**config.mk**
```make
export PLATFORM = sky130hd
export DESIGN_NAME = cmd_interp_parser
export DESIGN_NICKNAME = d
export VERILOG_FILES = /design/src/rtl/cmd_interp_parser.sv
export SDC_FILE = /design/constraint.sdc
export NUM_CORES = 1
export LEC_CHECK = 0
export CORE_MARGIN = 4
export CORE_UTILIZATION = 42
export CTS_CLUSTER_SIZE = 40
export DETAILED_ROUTE_END_ITERATION = 10
export HOLD_SLACK_MARGIN = 0.05
export PLACE_DENSITY_LB_ADDON = 0.25
export RECOVER_POWER = 50
export SKIP_CTS_REPAIR_TIMING = 1
export SLEW_MARGIN = 5
export SYNTH_ARGS = -nofsm -noshare
export SYNTH_HDL_FRONTEND = slang
export SYNTH_SLANG_ARGS = --single-unit
export TNS_END_PERCENT = 100
```
**constraint.sdc**
```tcl
create_clock -name clk -period 2.4 [get_ports clk]
set_clock_uncertainty 0.15 [all_clocks]
set_input_delay 0.72 -clock clk [delete_from_list [all_inputs] [get_ports clk]]
set_output_delay 0.72 -clock clk [all_outputs]
set_load 0.01 [all_outputs]
```
**src/rtl/cmd_interp_parser.sv**
```systemverilog
// cmd_interp_parser: ASCII command parser for "A op B =" calculator commands (A, B = 1-2 digits).
// Latency: every strobe appears the cycle after its byte is sampled; exec comes EXEC_DELAY cycles after '='.
// Backpressure: none; bytes arriving while waiting to issue exec are dropped, all others are processed.
//
// Ports:
//   clk, rst        system clock, synchronous active-high reset
//   rx_data/valid   ASCII byte and its one-cycle strobe from the UART receiver
//   digit           binary value of the last accepted digit (drives operand register data)
//   load1_a/load2_a first/second digit load strobes for operand A
//   load1_b/load2_b first/second digit load strobes for operand B
//   op              operator code: '+'=00 '-'=01 '*'=10 '/'=11
//   exec/err/clr    one-cycle strobes: start calculation / syntax error / clear
//   busy            high whenever a command is in progress
module cmd_interp_parser #(
  parameter int EXEC_DELAY = 2
) (
  input  logic       clk,
  input  logic       rst,
  input  logic [7:0] rx_data,
  input  logic       rx_valid,
  output logic [7:0] digit,
  output logic       load1_a,
  output logic       load2_a,
  output logic       load1_b,
  output logic       load2_b,
  output logic [1:0] op,
  output logic       exec,
  output logic       err,
  output logic       clr,
  output logic       busy
);

  typedef enum logic [2:0] {IDLE, A1, A2, OPR, B1, B2, WAIT} state_t;

  // Wait counter holds the number of extra WAIT cycles still to spend before exec.
  localparam int CW = (EXEC_DELAY > 2) ? $clog2(EXEC_DELAY) : 1;

  state_t        state;
  logic [CW-1:0] wait_cnt;

  // Byte classification.
  logic       is_digit;
  logic       is_op;
  logic       is_eq;
  logic       is_space;
  logic       is_clr;
  logic [1:0] op_code;

  always_comb begin
    is_digit = (rx_data >= 8'h30) && (rx_data <= 8'h39);
    is_eq    = (rx_data == 8'h3D) || (rx_data == 8'h0D);
    is_space = (rx_data == 8'h20);
    is_clr   = (rx_data == 8'h43) || (rx_data == 8'h63);
    is_op    = 1'b1;
    op_code  = 2'b00;
    case (rx_data)
      8'h2B:   op_code = 2'b00;
      8'h2D:   op_code = 2'b01;
      8'h2A:   op_code = 2'b10;
      8'h2F:   op_code = 2'b11;
      default: is_op = 1'b0;
    endcase
  end

  always_ff @(posedge clk) begin
    if (rst) begin
      state    <= IDLE;
      wait_cnt <= '0;
      digit    <= 8'd0;
      op       <= 2'b00;
      load1_a  <= 1'b0;
      load2_a  <= 1'b0;
      load1_b  <= 1'b0;
      load2_b  <= 1'b0;
      exec     <= 1'b0;
      err      <= 1'b0;
      clr      <= 1'b0;
      busy     <= 1'b0;
    end else begin
      // Strobes are single-cycle unless re-asserted below.
      load1_a <= 1'b0;
      load2_a <= 1'b0;
      load1_b <= 1'b0;
      load2_b <= 1'b0;
      exec    <= 1'b0;
      err     <= 1'b0;
      clr     <= 1'b0;

      if (state == WAIT) begin
        // Input is ignored here; only the settle countdown runs.
        if (wait_cnt == '0) begin
          exec  <= 1'b1;
          state <= IDLE;
          busy  <= 1'b0;
        end else begin
          wait_cnt <= wait_cnt - 1'b1;
        end
      end else if (rx_valid && !is_space) begin
        if (is_clr) begin
          clr   <= 1'b1;
          state <= IDLE;
          busy  <= 1'b0;
        end else if (is_digit && (state == IDLE || state == A1 ||
                                  state == OPR  || state == B1)) begin
          digit <= rx_data - 8'h30;
          busy  <= 1'b1;
          case (state)
            IDLE: begin state <= A1; load1_a <= 1'b1; end
            A1:   begin state <= A2; load2_a <= 1'b1; end
            OPR:  begin state <= B1; load1_b <= 1'b1; end
            default: begin state <= B2; load2_b <= 1'b1; end
          endcase
        end else if (is_op && (state == A1 || state == A2)) begin
          op    <= op_code;
          state <= OPR;
          busy  <= 1'b1;
        end else if (is_eq && (state == B1 || state == B2)) begin
          if (EXEC_DELAY <= 1) begin
            exec  <= 1'b1;
            state <= IDLE;
            busy  <= 1'b0;
          end else begin
            state    <= WAIT;
            wait_cnt <= CW'(EXEC_DELAY - 2);
            busy     <= 1'b1;
          end
        end else begin
          // Third digit, misplaced operator/terminator or unknown byte.
          err   <= 1'b1;
          state <= IDLE;
          busy  <= 1'b0;
        end
      end
    end
  end

endmodule

```
Word level (Yosys, flattened, before mapping)
Cells that the tools add are included.
Word-level totals
  bits in latches: 0
  RAM bits: 0
  register bits: 22
  logic and storage cells: 96
  output and inout port bits: 18
  memories: 0
  input port bits: 11
  memory bits (read-only): 0
Cells by class
  $add $sub $neg: 2
  mux-type cells: 31
  eq/ne operators: 19
  shifts and indexed selects: 0
  bitwise gates (word level): 4
  $lt $le $gt $ge: 2
  reduce and logical (&&, ||, !) cells: 26
  multiply operators: 0
  div/mod/pow operators: 0
Operators with widths (number)
  == test 8 x 6 -> 1 bit, second input constant: 6
  two-way mux 1 bit: 22
  two-way mux 3 bit: 7
  == test 8 x 7 -> 1 bit, second input constant: 2
  AND reduction 5 bit: 2
  == test 3 bit, second input constant: 3
  case mux 3 bit (3 select lines): 1
  == test 8 x 4 -> 1 bit, second input constant: 1
  >= comparator 8 x 6 -> 1 bit, second input constant: 1
  <= comparator 8 x 6 -> 1 bit, second input constant: 1
  subtractor 8 x 6 -> 8 bit, second input constant: 1
  logical OR 1 bit: 7
  == test 3 x 2 -> 1 bit, second input constant: 2
  != test 2 bit, second input constant: 3
  case mux 2 bit (3 select lines): 1
  OR reduction 3 bit: 2
  OR reduction 6 bit: 1
  logical AND 1 bit: 5
  OR reduction 5 bit: 1
  NOT 1 bit: 4
  AND reduction 4 bit: 1
  nonzero test 2 bit: 2
  OR reduction 4 bit: 1
  == test 3 x 1 -> 1 bit, second input constant: 1
  6 further kinds: 6

Logic depth before layout (Yosys ltp)
  depth after elaboration: 9
  depth in mapped cells: 7
  mapped depth without buffers: 6

Worst setup path before layout
Ideal clock, no wire load.
  path kind: input to register
  start point: input port rx_data[4]
  end point: register digit[0]
  setup slack: 0.037 ns
  stages on the path: 7
  data required time: 2.178 ns
  path buffers: 1
  library setup time: 0.072 ns
  data arrival time: 2.142 ns
  cells stage by stage: inv_1 -> ha_1 -> or2_2 -> a31oi_1 -> and3_1 -> buf_6 -> mux2i_1
Between the ends
  cells in the longest elaborated chain, start to end: 4
  elaborated cells on any way between the ends: 12
  those cells by class: order compare: 2; eq/ne: 3; bitwise: 1; reduce/logical: 6
RTL lines
  from (decl): line 19  | input logic [7:0] rx_data,
  >= comparator 8 x 6 -> 1 bit, or another cell as far along: line 50  | is_digit = (rx_data >= 8'h30) && (rx_data <= 8'h39);
  logical AND 1 bit, or another cell as far along: line 50
  logical AND 1 bit, or another cell as far along: line 103  | end else if (is_digit && (state == IDLE || state == A1 ||
  AND reduction 4 bit (no line) (*)
  to (signal assigned): line 105  | digit <= rx_data - 8'h30;
  to (decl): line 21  | output logic [7:0] digit,
Every way passes the cells marked *; elsewhere a longest branch is shown, timed or not.
A chain may end at the register's enable or synchronous reset.

Worst setup path after layout
  start point: input port rx_data[3]
  end point: register op[0]
Between the ends
  cells in the longest elaborated chain, start to end: 5
  elaborated cells on any way between the ends: 21
  those cells by class: order compare: 2; eq/ne: 7; mux: 2; bitwise: 2; reduce/logical: 8
RTL lines
  >= comparator 8 x 6 -> 1 bit, or another cell as far along: line 50
  logical AND 1 bit or OR reduction 4 bit (tied branches)
  logical AND 1 bit or two-way mux 1 bit (tied branches): line 103, 56
  NOT 1 bit (no line) or logical AND 1 bit (tied branches)
  AND reduction 5 bit (no line)
  to (signal assigned): line 114  | op <= op_code;
  to (decl): line 26  | output logic [1:0] op,
Several ways; a longest one is shown, not always the timed one.

==> impl_metrics.json <==
{
  "ir_worst_vdd_mv": 0.3468,
  "drv_cap": 0,
  "gr-total-overflow": 0,
  "total_power_mw": 0.6311,
  "relSlewSlack": 0.7043,
  "avgSynthCellArea_um2": 9.272,
  "synth.top_cell.area_share": 0.3875,
  "critical_path_class": "primary input to flip-flop",
  "place.gp.congestion": 0.9173,
  "synthTopCellsByArea": "dfxtp_1 39%, nand2b_1 6.9%, mux2i_1 5.5%, ha_1 3.5%, nor4_1 3.5%",
  "synthToLayoutAreaGrowth_pct": 48.56,
  "post-route-util": 0.6505,
  "status": "completed",
  "largest_reg_flops": 8,
  "cpMaxStageDelayCell": "or4b_4",
  "die_area_um2": 3460,
  "portBuffers": 28,
  "crit_path_end_kind": "flip-flop",
  "crit_required_ns": 2.47,
  "stdcell_area_um2": 1612,
  "hold_class": "flip-flop to flip-flop",
  "crit_path_max_incr_delay_ns": 0.53,
  "path_buf_inv": 1,
  "finalCritPeriodShare": 0.9573,
  "final_cells": 196,
  "drt_pre_antenna_iters": 4,
  "p_leak_nw": 0.6731,
  "clock_latency_ns": 0.31,
  "dp_hpwl_um": 2244,
  "fin_nets": 181,
  "h-tree-depth": 1,
  "top_regs": "digit: 8 flops, state: 3 flops, op: 2 flops",
  "worstPathCellList": "clkdlybuf4s50_1, or4b_4, o21a_4, nand3_2, mux2_2",
  "min_period_ns": 2.297,
  "ys_seq_elements": 21,
  "antenna_found_initial": 0,
  "placed_cell_area_um2": 1534,
  "final_common_cell": "dfxtp_1",
  "pin_count": 29,
  "synth_area_leader_cell": "dfxtp_1",
  "worst_pin_slew_ns": 0.4436,
  "cts_tree": "done",
  "setup_violations": 0,
  "vias": 1063,
  "clkTransAtPathRegs_ns": 0.12,
  "hold_viol": 0,
  "place_inst": 192,
  "grt_pass1_wl_um": 4705,
  "cts.sinks": 21,
  "cpLargestDelayFamily": "simple AND/OR/NAND/NOR gates",
  "syn-num-nets": 131,
  "drtIter0Drc": 21,
  "final_cell_mix": "21 x dfxtp_1, 20 x buf_4, 17 x dlygate4sd3_1, 12 x nand2b_1, 7 x clkdlybuf4s50_1",
  "whs_ns": 0.3267,
  "rsz0062_at_grt": "no",
  "diodes": 0,
  "drtAntennaViolNets": 0,
  "wire_per_inst_um": 14.59,
  "grt_usage": 0.1793,
  "die_y_um": 58.82,
  "netlist-cell-type-count": 38,
  "slew_viol_final": 0,
  "ctsRootBufferMaster": "clkbuf_4",
  "cp-start-kind": "primary input",
  "yosys_warnings": 0,
  "clock.fmax_mhz": 435.3,
  "ys_seq_area_frac": 0.3875,
  "die_w_um": 58.82,
  "drc_errors": 0,
  "synth_cells": 117,
  "grt_pass1_vias": 1043,
  "power.density_nw_per_um2": 391.6,
  "synth_area_um2": 1085,
  "coreArea_um2": 2477,
  "vias_per_cell": 5.423,
  "top_register": "digit",
  "cp.arrival_ns": 2.37,
  "cts.path.max_buffers": 2,
  "drive_gt1_frac": 0.2349,
  "path_max_fanout": 5,
  "routed_wl_um": 2859,
  "fp-row-count": 18,
  "cts_buffers": 3,
  "grt_max_degree": 13,
  "initial_core_util": 0.4379
}
Yosys cell counts:
library cell / number
nor4b_1: 1
inv_1: 5
a21oi_1: 3
or2_2: 1
nor2_1: 4
mux2_2: 2
o21ai_0: 2
o21a_4: 1
a31oi_1: 4
or4b_4: 1
o2111ai_1: 1
clkbuf_1: 3
nand4_1: 2
nor4_1: 6
nand2b_1: 12
o211ai_1: 1
nor3_1: 5
xor2_1: 1
o21ai_1: 1
ha_1: 3
nand3_1: 7
o2111a_1: 1
and4b_1: 1
buf_6: 2
nor3b_1: 2
a2111oi_0: 1
and3b_1: 1
and3_1: 2
xnor2_1: 1
nand4bb_1: 1
mux2i_1: 6
dfxtp_1: 21
a221oi_1: 1
nor2b_1: 3
a211oi_2: 2
nand2_1: 4
o31ai_1: 1
or3_1: 1
routing by layer:
layer / routed length (um) / GRT usage / vias to the layer above
met1: 1255 / 0.2262 / 487
met2: 1356 / 0.2808 / 31
met5: 0 / 0 / -
met4: 116 / 0.1100 / 0
li1: - / - / 534
met3: 131 / 0.03289 / 11
final cells by class:
type / instances / area [um2]
fill: 224 / 865.8
multi-input combinational: 86 / 651.9
inverter: 5 / 18.77
clock inverter: 1 / 5.005
sequential: 21 / 420.4
timing repair buffer: 50 / 455.4
tap: 30 / 37.54
clock buffer: 3 / 22.52
power breakdown:
part / switching, mW / internal [mW] / total (mW) / leakage (nW)
Clock: 0.113 / 0.0625 / 0.176 / 0.0177
Combinational: 0.0481 / 0.0536 / 0.102 / 0.486
Sequential: 0.00201 / 0.352 / 0.354 / 0.170
Total: 0.164 / 0.468 / 0.631 / 0.673
worst paths after layout:
check | start | to | slack (ns) | depth (start not counted)
worst max-delay path | rx_data[3] | op[0]$_SDFFE_PP0P_ | 0.10 | 5
worst min register to register | digit[2]$_SDFFE_PP0P_ | digit[2]$_SDFFE_PP0P_ | 0.33 | 2
worst min-delay path | digit[2]$_SDFFE_PP0P_ | digit[2]$_SDFFE_PP0P_ | 0.33 | 2
worst max register to register | state[2]$_SDFFE_PP0P_ | busy$_SDFFE_PP0P_ | 0.50 | 5
cell families (layout without fill, tap and decap cells):
family,count (synthesis),in the layout,share of synthesized area
XOR/XNOR,2,2,0.01615
AO/OA/AOI/OAI,19,19,0.1361
flip-flops,21,21,0.3875
AND/OR/NAND/NOR,54,54,0.3010
multiplexers,8,8,0.07613
buffers and inverters,10,59,0.04844
adder cells (fa/ha/maj),3,3,0.03461
worst register-to-register path: cells and delay by family, from the launching register on:
kind / cells / cell delay [ns]
compound gates: 2 / 0.41
flops: 1 / 0.56
buf+inv: 2 / 0.31
simple gates: 1 / 0.35
through the flow:
stage / setup slack (ns) / TNS, ns
after global routing: 0.03173 / 0
after CTS: -0.2824 / -2.982
after floorplan: 0.03680 / 0
final: 0.1025 / 0
after global placement: -0.4950 / -8.274
after detailed placement: -0.6104 / -9.637
No activity file was read; power rests on OpenSTA's default activity.
